<file path="config.mk">
export PLATFORM = sky130hd
export DESIGN_NAME = sw_cfg_loader
export DESIGN_NICKNAME = d
export VERILOG_FILES = /design/src/rtl/sw_cfg_loader.sv
export SDC_FILE = /design/constraint.sdc
export NUM_CORES = 1
export LEC_CHECK = 0
export ABC_AREA = 1
export BUFFER_PORTS_ARGS = -buffer_cell sky130_fd_sc_hd__buf_2
export CAP_MARGIN = 20
export CORE_MARGIN = 10
export CORE_UTILIZATION = 54
export CTS_BUF_LIST = sky130_fd_sc_hd__clkbuf_4
export DETAILED_ROUTE_END_ITERATION = 7
export GPL_TIMING_DRIVEN = 0
export PLACE_DENSITY_LB_ADDON = 0.2
export SYNTH_ARGS = -nofsm -noshare
export SYNTH_HDL_FRONTEND = slang
export SYNTH_SLANG_ARGS = --single-unit
export TNS_END_PERCENT = 10
</file>
<file path="constraint.sdc">
create_clock -name clk -period 7 [get_ports clk]
set_input_delay 2.1 -clock clk [delete_from_list [all_inputs] [get_ports clk]]
set_output_delay 2.1 -clock clk [all_outputs]
set_load 0.005 [all_outputs]
</file>
<file path="src/rtl/sw_cfg_loader.sv">
// -----------------------------------------------------------------------------
// sw_cfg_loader
//
// Builds the switch-enable vector for the channel-to-capacitor mux array from a
// byte stream. The frame is first assembled in a shadow register. Its enabled
// bits are then counted one per cycle. A frame that enables more capacitors
// than there are live channels is rejected. A good frame reaches the live sw
// output only on an apply strobe, so the mux never sees a partial or illegal
// pattern.
//
// Ports
//   clk        in   clock
//   rst        in   asynchronous active-high reset
//   cfg_valid  in   byte-stream valid
//   cfg_ready  out  byte-stream ready (high in IDLE/LOAD only)
//   cfg_data   in   frame byte; byte k carries sw[8k+7:8k], byte 0 first
//   ch_active  in   number of live channels, compared with the popcount
//   apply      in   commit strobe, acted on only while a frame is pending
//   err_clr    in   clears cfg_err (a simultaneous reject wins)
//   sw         out  live switch vector
//   sw_count   out  popcount of live sw
//   sw_update  out  one-cycle pulse after each commit
//   cfg_busy   out  high while counting, checking or pending
//   cfg_err    out  sticky frame-rejected flag
// -----------------------------------------------------------------------------
module sw_cfg_loader #(
  parameter int CAPACITOR_NUM = 70,
  parameter int CHANNEL_NUM   = 128,
  parameter int NBYTES        = (CAPACITOR_NUM + 7) / 8,
  parameter int CW            = $clog2(CHANNEL_NUM + 1)
) (
  input  logic                     clk,
  input  logic                     rst,
  input  logic                     cfg_valid,
  output logic                     cfg_ready,
  input  logic [7:0]               cfg_data,
  input  logic [CW-1:0]            ch_active,
  input  logic                     apply,
  input  logic                     err_clr,
  output logic [CAPACITOR_NUM-1:0] sw,
  output logic [CW-1:0]            sw_count,
  output logic                     sw_update,
  output logic                     cfg_busy,
  output logic                     cfg_err
);

  localparam int BW = $clog2(NBYTES + 1);
  localparam int IW = $clog2(CAPACITOR_NUM + 1);

  localparam logic [2:0] S_IDLE  = 3'd0;
  localparam logic [2:0] S_LOAD  = 3'd1;
  localparam logic [2:0] S_COUNT = 3'd2;
  localparam logic [2:0] S_CHECK = 3'd3;
  localparam logic [2:0] S_PEND  = 3'd4;

  logic [2:0]               state_q,     state_d;
  logic [BW-1:0]            byte_cnt_q,  byte_cnt_d;
  logic [IW-1:0]            bit_cnt_q,   bit_cnt_d;
  logic [CW-1:0]            pop_q,       pop_d;
  logic [CAPACITOR_NUM-1:0] shadow_q,    shadow_d;
  logic [CAPACITOR_NUM-1:0] sw_q,        sw_d;
  logic [CW-1:0]            sw_count_q,  sw_count_d;
  logic                     sw_update_q, sw_update_d;
  logic                     err_q,       err_d;

  logic                     xfer;
  logic                     last_byte;
  logic                     last_bit;
  logic                     cur_bit;
  logic [CAPACITOR_NUM-1:0] shadow_wr;
  logic [CAPACITOR_NUM-1:0] shadow_new;

  assign cfg_ready = (state_q == S_IDLE) || (state_q == S_LOAD);
  assign cfg_busy  = (state_q == S_COUNT) || (state_q == S_CHECK) || (state_q == S_PEND);
  assign xfer      = cfg_valid && cfg_ready;
  assign last_byte = (byte_cnt_q == BW'(NBYTES - 1));
  assign last_bit  = (bit_cnt_q == IW'(CAPACITOR_NUM - 1));
  assign cur_bit   = shadow_q[bit_cnt_q];

  // Per-bit write enables: shadow bit gi belongs to byte gi/8. Only real
  // capacitor bits exist here, so pad bits of the last byte have no storage.
  generate
    for (genvar gi = 0; gi < CAPACITOR_NUM; gi++) begin : g_shadow_wr
      assign shadow_wr[gi]  = xfer && (byte_cnt_q == BW'(gi / 8));
      assign shadow_new[gi] = cfg_data[gi % 8];
    end
  endgenerate

  always_comb begin
    state_d     = state_q;
    byte_cnt_d  = byte_cnt_q;
    bit_cnt_d   = bit_cnt_q;
    pop_d       = pop_q;
    shadow_d    = (shadow_q & ~shadow_wr) | (shadow_new & shadow_wr);
    sw_d        = sw_q;
    sw_count_d  = sw_count_q;
    sw_update_d = 1'b0;
    err_d       = err_clr ? 1'b0 : err_q;

    case (state_q)
      S_IDLE, S_LOAD: begin
        if (xfer) begin
          if (last_byte) begin
            state_d    = S_COUNT;
            byte_cnt_d = '0;
            bit_cnt_d  = '0;
            pop_d      = '0;
          end else begin
            state_d    = S_LOAD;
            byte_cnt_d = byte_cnt_q + 1'b1;
          end
        end
      end
      S_COUNT: begin
        pop_d     = pop_q + {{(CW-1){1'b0}}, cur_bit};
        bit_cnt_d = bit_cnt_q + 1'b1;
        if (last_bit) begin
          state_d   = S_CHECK;
          bit_cnt_d = '0;
        end
      end
      S_CHECK: begin
        if (pop_q <= ch_active) begin
          state_d = S_PEND;
        end else begin
          // Reject: the set overrides a simultaneous err_clr.
          err_d    = 1'b1;
          shadow_d = '0;
          state_d  = S_IDLE;
        end
      end
      S_PEND: begin
        if (apply) begin
          sw_d        = shadow_q;
          sw_count_d  = pop_q;
          sw_update_d = 1'b1;
          state_d     = S_IDLE;
        end
      end
      default: state_d = S_IDLE;
    endcase
  end

  always_ff @(posedge clk or posedge rst) begin
    if (rst) begin
      state_q     <= S_IDLE;
      byte_cnt_q  <= '0;
      bit_cnt_q   <= '0;
      pop_q       <= '0;
      shadow_q    <= '0;
      sw_q        <= '0;
      sw_count_q  <= '0;
      sw_update_q <= 1'b0;
      err_q       <= 1'b0;
    end else begin
      state_q     <= state_d;
      byte_cnt_q  <= byte_cnt_d;
      bit_cnt_q   <= bit_cnt_d;
      pop_q       <= pop_d;
      shadow_q    <= shadow_d;
      sw_q        <= sw_d;
      sw_count_q  <= sw_count_d;
      sw_update_q <= sw_update_d;
      err_q       <= err_d;
    end
  end

  assign sw        = sw_q;
  assign sw_count  = sw_count_q;
  assign sw_update = sw_update_q;
  assign cfg_err   = err_q;

endmodule
</file>
# After elaboration in Yosys (flattened, before gate mapping)

Cells that the tools add are included.

Register bits after elaboration: 172
Input bits: 21
Word-level logic and storage cells: 79

$add $sub $neg: 3
Order comparisons: 2
Eq/ne operators: 17
Muxes and demuxes: 23
Bitwise operators: 4
Reduce and logical (&&, ||, !) cells: 21

Operators by type and width:

| kind                                                                         | count |
|---|---|
| 70-bit AND                                                                   | 2 |
| 70-bit two-way mux                                                           | 2 |
| 70-bit NOT                                                                   | 1 |
| 70-bit bitwise OR                                                            | 1 |
| 7-bit two-way mux                                                            | 3 |
| 4-bit by 3-bit == test with 1-bit output, second input constant              | 4 |
| 8-bit two-way mux                                                            | 2 |
| 8-bit one-hot mux with 2 select lines                                        | 1 |
| 7-bit one-hot mux with 2 select lines                                        | 1 |
| 3-bit two-way mux                                                            | 4 |
| 3-bit one-hot mux with 4 select lines                                        | 1 |
| 1-bit logical AND                                                            | 10 |
| 8-bit by 1-bit adder with 8-bit output                                       | 1 |
| 4-bit by 2-bit == test with 1-bit output, second input constant              | 2 |
| 8-bit <= comparator                                                          | 1 |
| 7-bit by 8-bit less-than comparator with 1-bit output, second input constant | 1 |
| 2-bit inequality test, second input constant                                 | 4 |
| 7-bit by 1-bit adder with 7-bit output, second input constant                | 1 |
| 1-bit binary-select mux with 7-bit select                                    | 1 |
| 7-bit == test, second input constant                                         | 1 |
| 3-bit by 2-bit == test with 1-bit output, second input constant              | 2 |
| 1-bit two-way mux                                                            | 6 |
| 3-bit AND reduction                                                          | 2 |
| 4-bit by 1-bit adder with 4-bit output, second input constant                | 1 |
| 12 further kinds                                                             | 15 |

# Longest topological paths before layout

Word-level depth: 9
Mapped depth: 19
Mapped depth without buffers: 17

# Worst setup path after synthesis

OpenSTA, ideal clock, no wires.

Path type: input-to-reg
Start: in ch_active[5]
End: reg shadow_q[0]
Data arrival time: 3.377 ns
Slack: 3.559 ns
Stages: 10
Path buffers: 1
Cell sequence: inv_1 ha_1 a21oi_1 nor2_1 a211oi_1 a21oi_1 nand2_1 clkbuf_1 nand2_1 inv_1

Longest elaborated chain between the ends: 3

Ends and longest elaborated chain:

| element              | RTL line | text |
|---|---|---|
| from (decl)          | 37       | `input logic [CW-1:0] ch_active,` |
| 8-bit <= comparator  | 123      | `if (pop_q <= ch_active) begin` |
| 70-bit two-way mux   | 123      |  |
| 70-bit two-way mux   | 100      | `case (state_q)` |
| net shadow_d[0]      | 60       | `logic [CAPACITOR_NUM-1:0] shadow_q, shadow_d;` |
| to (signal assigned) | 160      | `shadow_q <= shadow_d;` |
| to (decl)            | 60       |  |

The timed path passes the listed nets, and every way through them passes these cells.
A chain may end at the register's enable or synchronous reset.

# Final worst setup path

Start: reg state_q[1]
End: out cfg_busy

Longest elaborated chain between the ends: 3

Ends and longest elaborated chain:

| element                                  | RTL line | text |
|---|---|---|
| from (decl)                              | 56       | `logic [2:0] state_q, state_d;` |
| from (signal assigned)                   | 156      | `state_q <= state_d;` |
| 3-bit by 2-bit == test with 1-bit output | 74       | `assign cfg_busy = (state_q == S_COUNT) \|\| (state_q == S_CHECK) \|\| (state_q == S_PEND);` |
| 1-bit logical OR                         | 74       |  |
| 1-bit logical OR *                       | 74       |  |
| to (decl)                                | 43       | `output logic cfg_busy,` |

Mark *: on every way between the ends. The rest lies on a longest branch, timed or not.

==> qor.csv <==
stage,metric,value,unit
yosys,synth_seq_area_share,52.1,%
yosys,synth_enable_flop_cells,0,
yosys,synthesis.area,8250,µm²
sta,worst_slew_pin_slew,0.722,ns
global_route,grt_max_degree,122,
placement,finalWeightedCongestion,0.899,
pwr,pwr_density_cell,432,nW/µm²
global_route,grt_first_pass_wirelength,35200,µm
layout,syn_to_final_growth,13.5,%
pwr,power.static_leakage,5.25,nW
yosys,most_frequent_cells_after_synthesis,"sky130_fd_sc_hd__nand2_1 (320), sky130_fd_sc_hd__inv_1 (180), sky130_fd_sc_hd__dfrtp_1 (172)",
worst_setup_path,timing.critical_path.slowest_stage_cell,sky130_fd_sc_hd__dfrtp_1,
routing,drcViolationCount,0,
worst_setup_path,cp_data_arrival_time,1.56,ns
worst_setup_path,cp_slowest_stage_delay,0.45,ns
yosys,synth_cell_type_count,33,
sta,timing_hold_violations_final,0,
flow_run,drv.max_cap_violation_count,0,
global_route,first_global_vias,6645,
layout,area_of_all_placed_cells_without_fillers,9370,µm²
yosys,post_synth_main_area_contributors,"sky130_fd_sc_hd__dfrtp_1 (52%), sky130_fd_sc_hd__nand2_1 (15%), sky130_fd_sc_hd__inv_1 (8.2%), sky130_fd_sc_hd__o21ai_0 (8.1%), sky130_fd_sc_hd__nand3_1 (3.9%)",
yosys,yosys.area.top_type_share,52.1,%
placement,buffer_ports.inserted,102,
pwr,fin_total_pwr,4.04,mW
worst_setup_path,path_cells,nor2_1 -> nand2_1 -> o21ai_0 -> buf_2,
yosys,syn_area_per_cell,7.91,µm²
clock_tree,worst_skew_pair.late_latency,0.62,ns
routing,num_vias,7119,
yosys,synthDominantAreaCellType,sky130_fd_sc_hd__dfrtp_1,
die,die_area,20600,µm²
routing,finalWirelength,22100,µm
sta,finalWorstSetupSlack,3.34,ns
yosys,async_flop_share,100,%
hold_path,worst_hold_path_type,flip-flop to flip-flop,
pwr,peakVddDrop,0.200,mV
sta,clock-skew-final,0.0159,ns
clock_tree,tritoncts,built,
clock_tree,cts_buffer_depth,2,
yosys,ys.warnings.count,0,
sta,worst_max_slew_margin_expressed_relative_to_the_limit,51.9,%
routing,antenna_left,0,
yosys,synth_flop_cell,sky130_fd_sc_hd__dfrtp_1,
sta,totalNegativeSetupSlack,0,ns
sta,grt_setup_unrepaired,false,
worst_setup_path,start_kind,flip-flop,
layout,final_net_count,1202,
global_route,globalRoute.totalOverflow,0,
die,die_w,144,µm
layout,area_taken_by_multi_input_logic_gates,3020,µm²
layout,share_of_cells_above_drive_strength_1,15.6,%
routing,drt_iter0_drc,597,
clock_tree,numCtsBuffers,17,
placement,detailed_place_hpwl,15700,µm
clock_tree,post_cts.repair.setup_buffers,0,
global_route,antenna_found_initial,0,
layout,area.sequential,4300,µm²
die,boundaryPins,103,
yosys,mappedNetlistNets,1080,
routing,routed_wire_length_per_instance,16.2,µm
placement,detailed_place.area,9030,µm²
yosys,top_count_cell_post_synth,sky130_fd_sc_hd__nand2_1,
layout,finalCoreUtilization,62.1,%
worst_setup_path,timing.critical_path.max_delay_family,flip-flops,
sta,slew_viol_final,0,
die,floorplan.die.height,144,µm
clock_tree,clk_transition_reported_paths,0.14,ns
worst_setup_path,crit_required,4.90,ns
die,starting_density_of_the_core,54.7,%
layout,filler_cell_count,1389,
die,fp.coreArea,15100,µm²
sta,maxClockFrequency,273,MHz
worst_setup_path,cp_max_fo,3,
worst_setup_path,setup.worst_path.end_class,output pin,
routing,drt_pre_antenna_iters,5,
clock_tree,ctsHtreeMaxLevel,4,
sta,hold-worst-slack,0.491,ns
placement,place_ws,2.84,ns
clock_tree,cts_hold_buffers,0,
placement,post_place_cells,1334,
clock_tree,cts_num_sinks,172,
yosys,synth.ff_latch_count,172,
worst_setup_path,critical_path_buf_inv_count,1,
die,fp-row-count,45,
worst_setup_path,critical_path_class,flip-flop to output pin,
clock_tree,cts-resized-gates,0,
layout,instances_no_fill,1365,
sta,finalSetupViolCount,0,
clock_tree,ctsRootBufferMaster,sky130_fd_sc_hd__clkbuf_4,
sta,timing.final.crit_period,3.66,ns
sta,post-route-period-util,52.3,%
yosys,synth_cells,1043,
global_route,total_routing_resource_utilization_after_global_routing,22.2,%
outcome,result_of_the_run,completed,
routing,via_to_cell_ratio,5.22,
-- kinds of logic (layout without fill, tap and decap cells) --
group	Yosys count	in the layout	synth area share [%]
buffers and inverters	235	368	11.2
AO/OA/AOI/OAI	189	189	11.7
AND/OR/NAND/NOR	430	430	22.3
adder cells (fa/ha/maj)	16	16	2.43
flip-flops	172	172	52.1
XOR/XNOR	1	1	0.106
other	0	1	0
-- per-layer routing --
| metal | up-vias | track usage [%] | wire length, µm |
|---|---|---|---|
| met5 | - | 0 | 0 |
| met4 | 0 | 7.85 | 453 |
| met3 | 39 | 5.78 | 1730 |
| met2 | 234 | 34.0 | 10200 |
| met1 | 3356 | 29.7 | 9730 |
| li1 | 3490 | - | - |
-- flip-flops by register name (all words and copies together), names as in the netlist --
name	cells
sw	70
pop_q	8
sw_count	8
shadow_q	70
byte_cnt_q	4
cfg_err	1
sw_update	1
state_q	3
bit_cnt_q	7
-- power breakdown --
part	leakage (nW)	internal, mW	switching [mW]
Combinational	2.96	0.643	1.04
Sequential	2.13	1.45	0.249
Clock	0.157	0.311	0.350
-- tightest hold or removal path: stages, from the launching register on --
cell and delay (ns):
sky130_fd_sc_hd__dfrtp_1 0.36, sky130_fd_sc_hd__nand2_1 0.05, sky130_fd_sc_hd__o21ai_0 0.06
-- worst paths after layout --
check	cells after the start	slack, ns	to	from
max in group asynchronous	3	4.62	sw[10]	rst
setup reg to reg	17	3.92	pop_q[6]	bit_cnt_q[1]
hold reg to reg	2	0.49	sw[35]	sw[35]
min in group asynchronous	2	1.46	sw[42]	rst
hold / removal	2	0.49	sw[35]	sw[35]
setup / recovery	4	3.34	cfg_busy	state_q[1]
-- layout make-up --
class / count / area share (%)
Buffer: 45 / 2.24
Clock inverter: 13 / 2.14
Antenna cell: 1 / 0.0267
Tap cell: 188 / 2.51
Sequential cell: 172 / 46.0
Clock buffer: 17 / 1.36
Multi-Input combinational cell: 636 / 32.3
Inverter: 190 / 7.75
Timing Repair Buffer: 103 / 5.74
-- placed cells by master (no fill, tap or decap), types with 2 or more instances in the layout --
cell type	netlist	final
sky130_fd_sc_hd__nand4_1	2	2
sky130_fd_sc_hd__a21oi_1	14	14
sky130_fd_sc_hd__nor3_4	2	2
sky130_fd_sc_hd__o211ai_1	4	4
sky130_fd_sc_hd__inv_1	180	179
sky130_fd_sc_hd__nor3_1	4	4
sky130_fd_sc_hd__o21ai_0	133	133
sky130_fd_sc_hd__clkinv_1	4	6
sky130_fd_sc_hd__inv_2	4	4
sky130_fd_sc_hd__nor2_1	19	19
sky130_fd_sc_hd__nand3_1	64	64
sky130_fd_sc_hd__clkbuf_4	0	17
sky130_fd_sc_hd__o21ai_1	34	34
sky130_fd_sc_hd__ha_1	16	16
sky130_fd_sc_hd__clkinvlp_4	0	5
sky130_fd_sc_hd__clkbuf_1	17	17
sky130_fd_sc_hd__nand4_2	5	5
sky130_fd_sc_hd__nor2_2	3	3
sky130_fd_sc_hd__bufinv_16	0	5
sky130_fd_sc_hd__inv_4	2	2
sky130_fd_sc_hd__nor4_1	3	3
sky130_fd_sc_hd__nor3_2	3	3
sky130_fd_sc_hd__nand2_1	320	320
sky130_fd_sc_hd__dfrtp_1	172	172
sky130_fd_sc_hd__buf_2	27	129
Note: power is estimated with default switching activity, not from simulation.
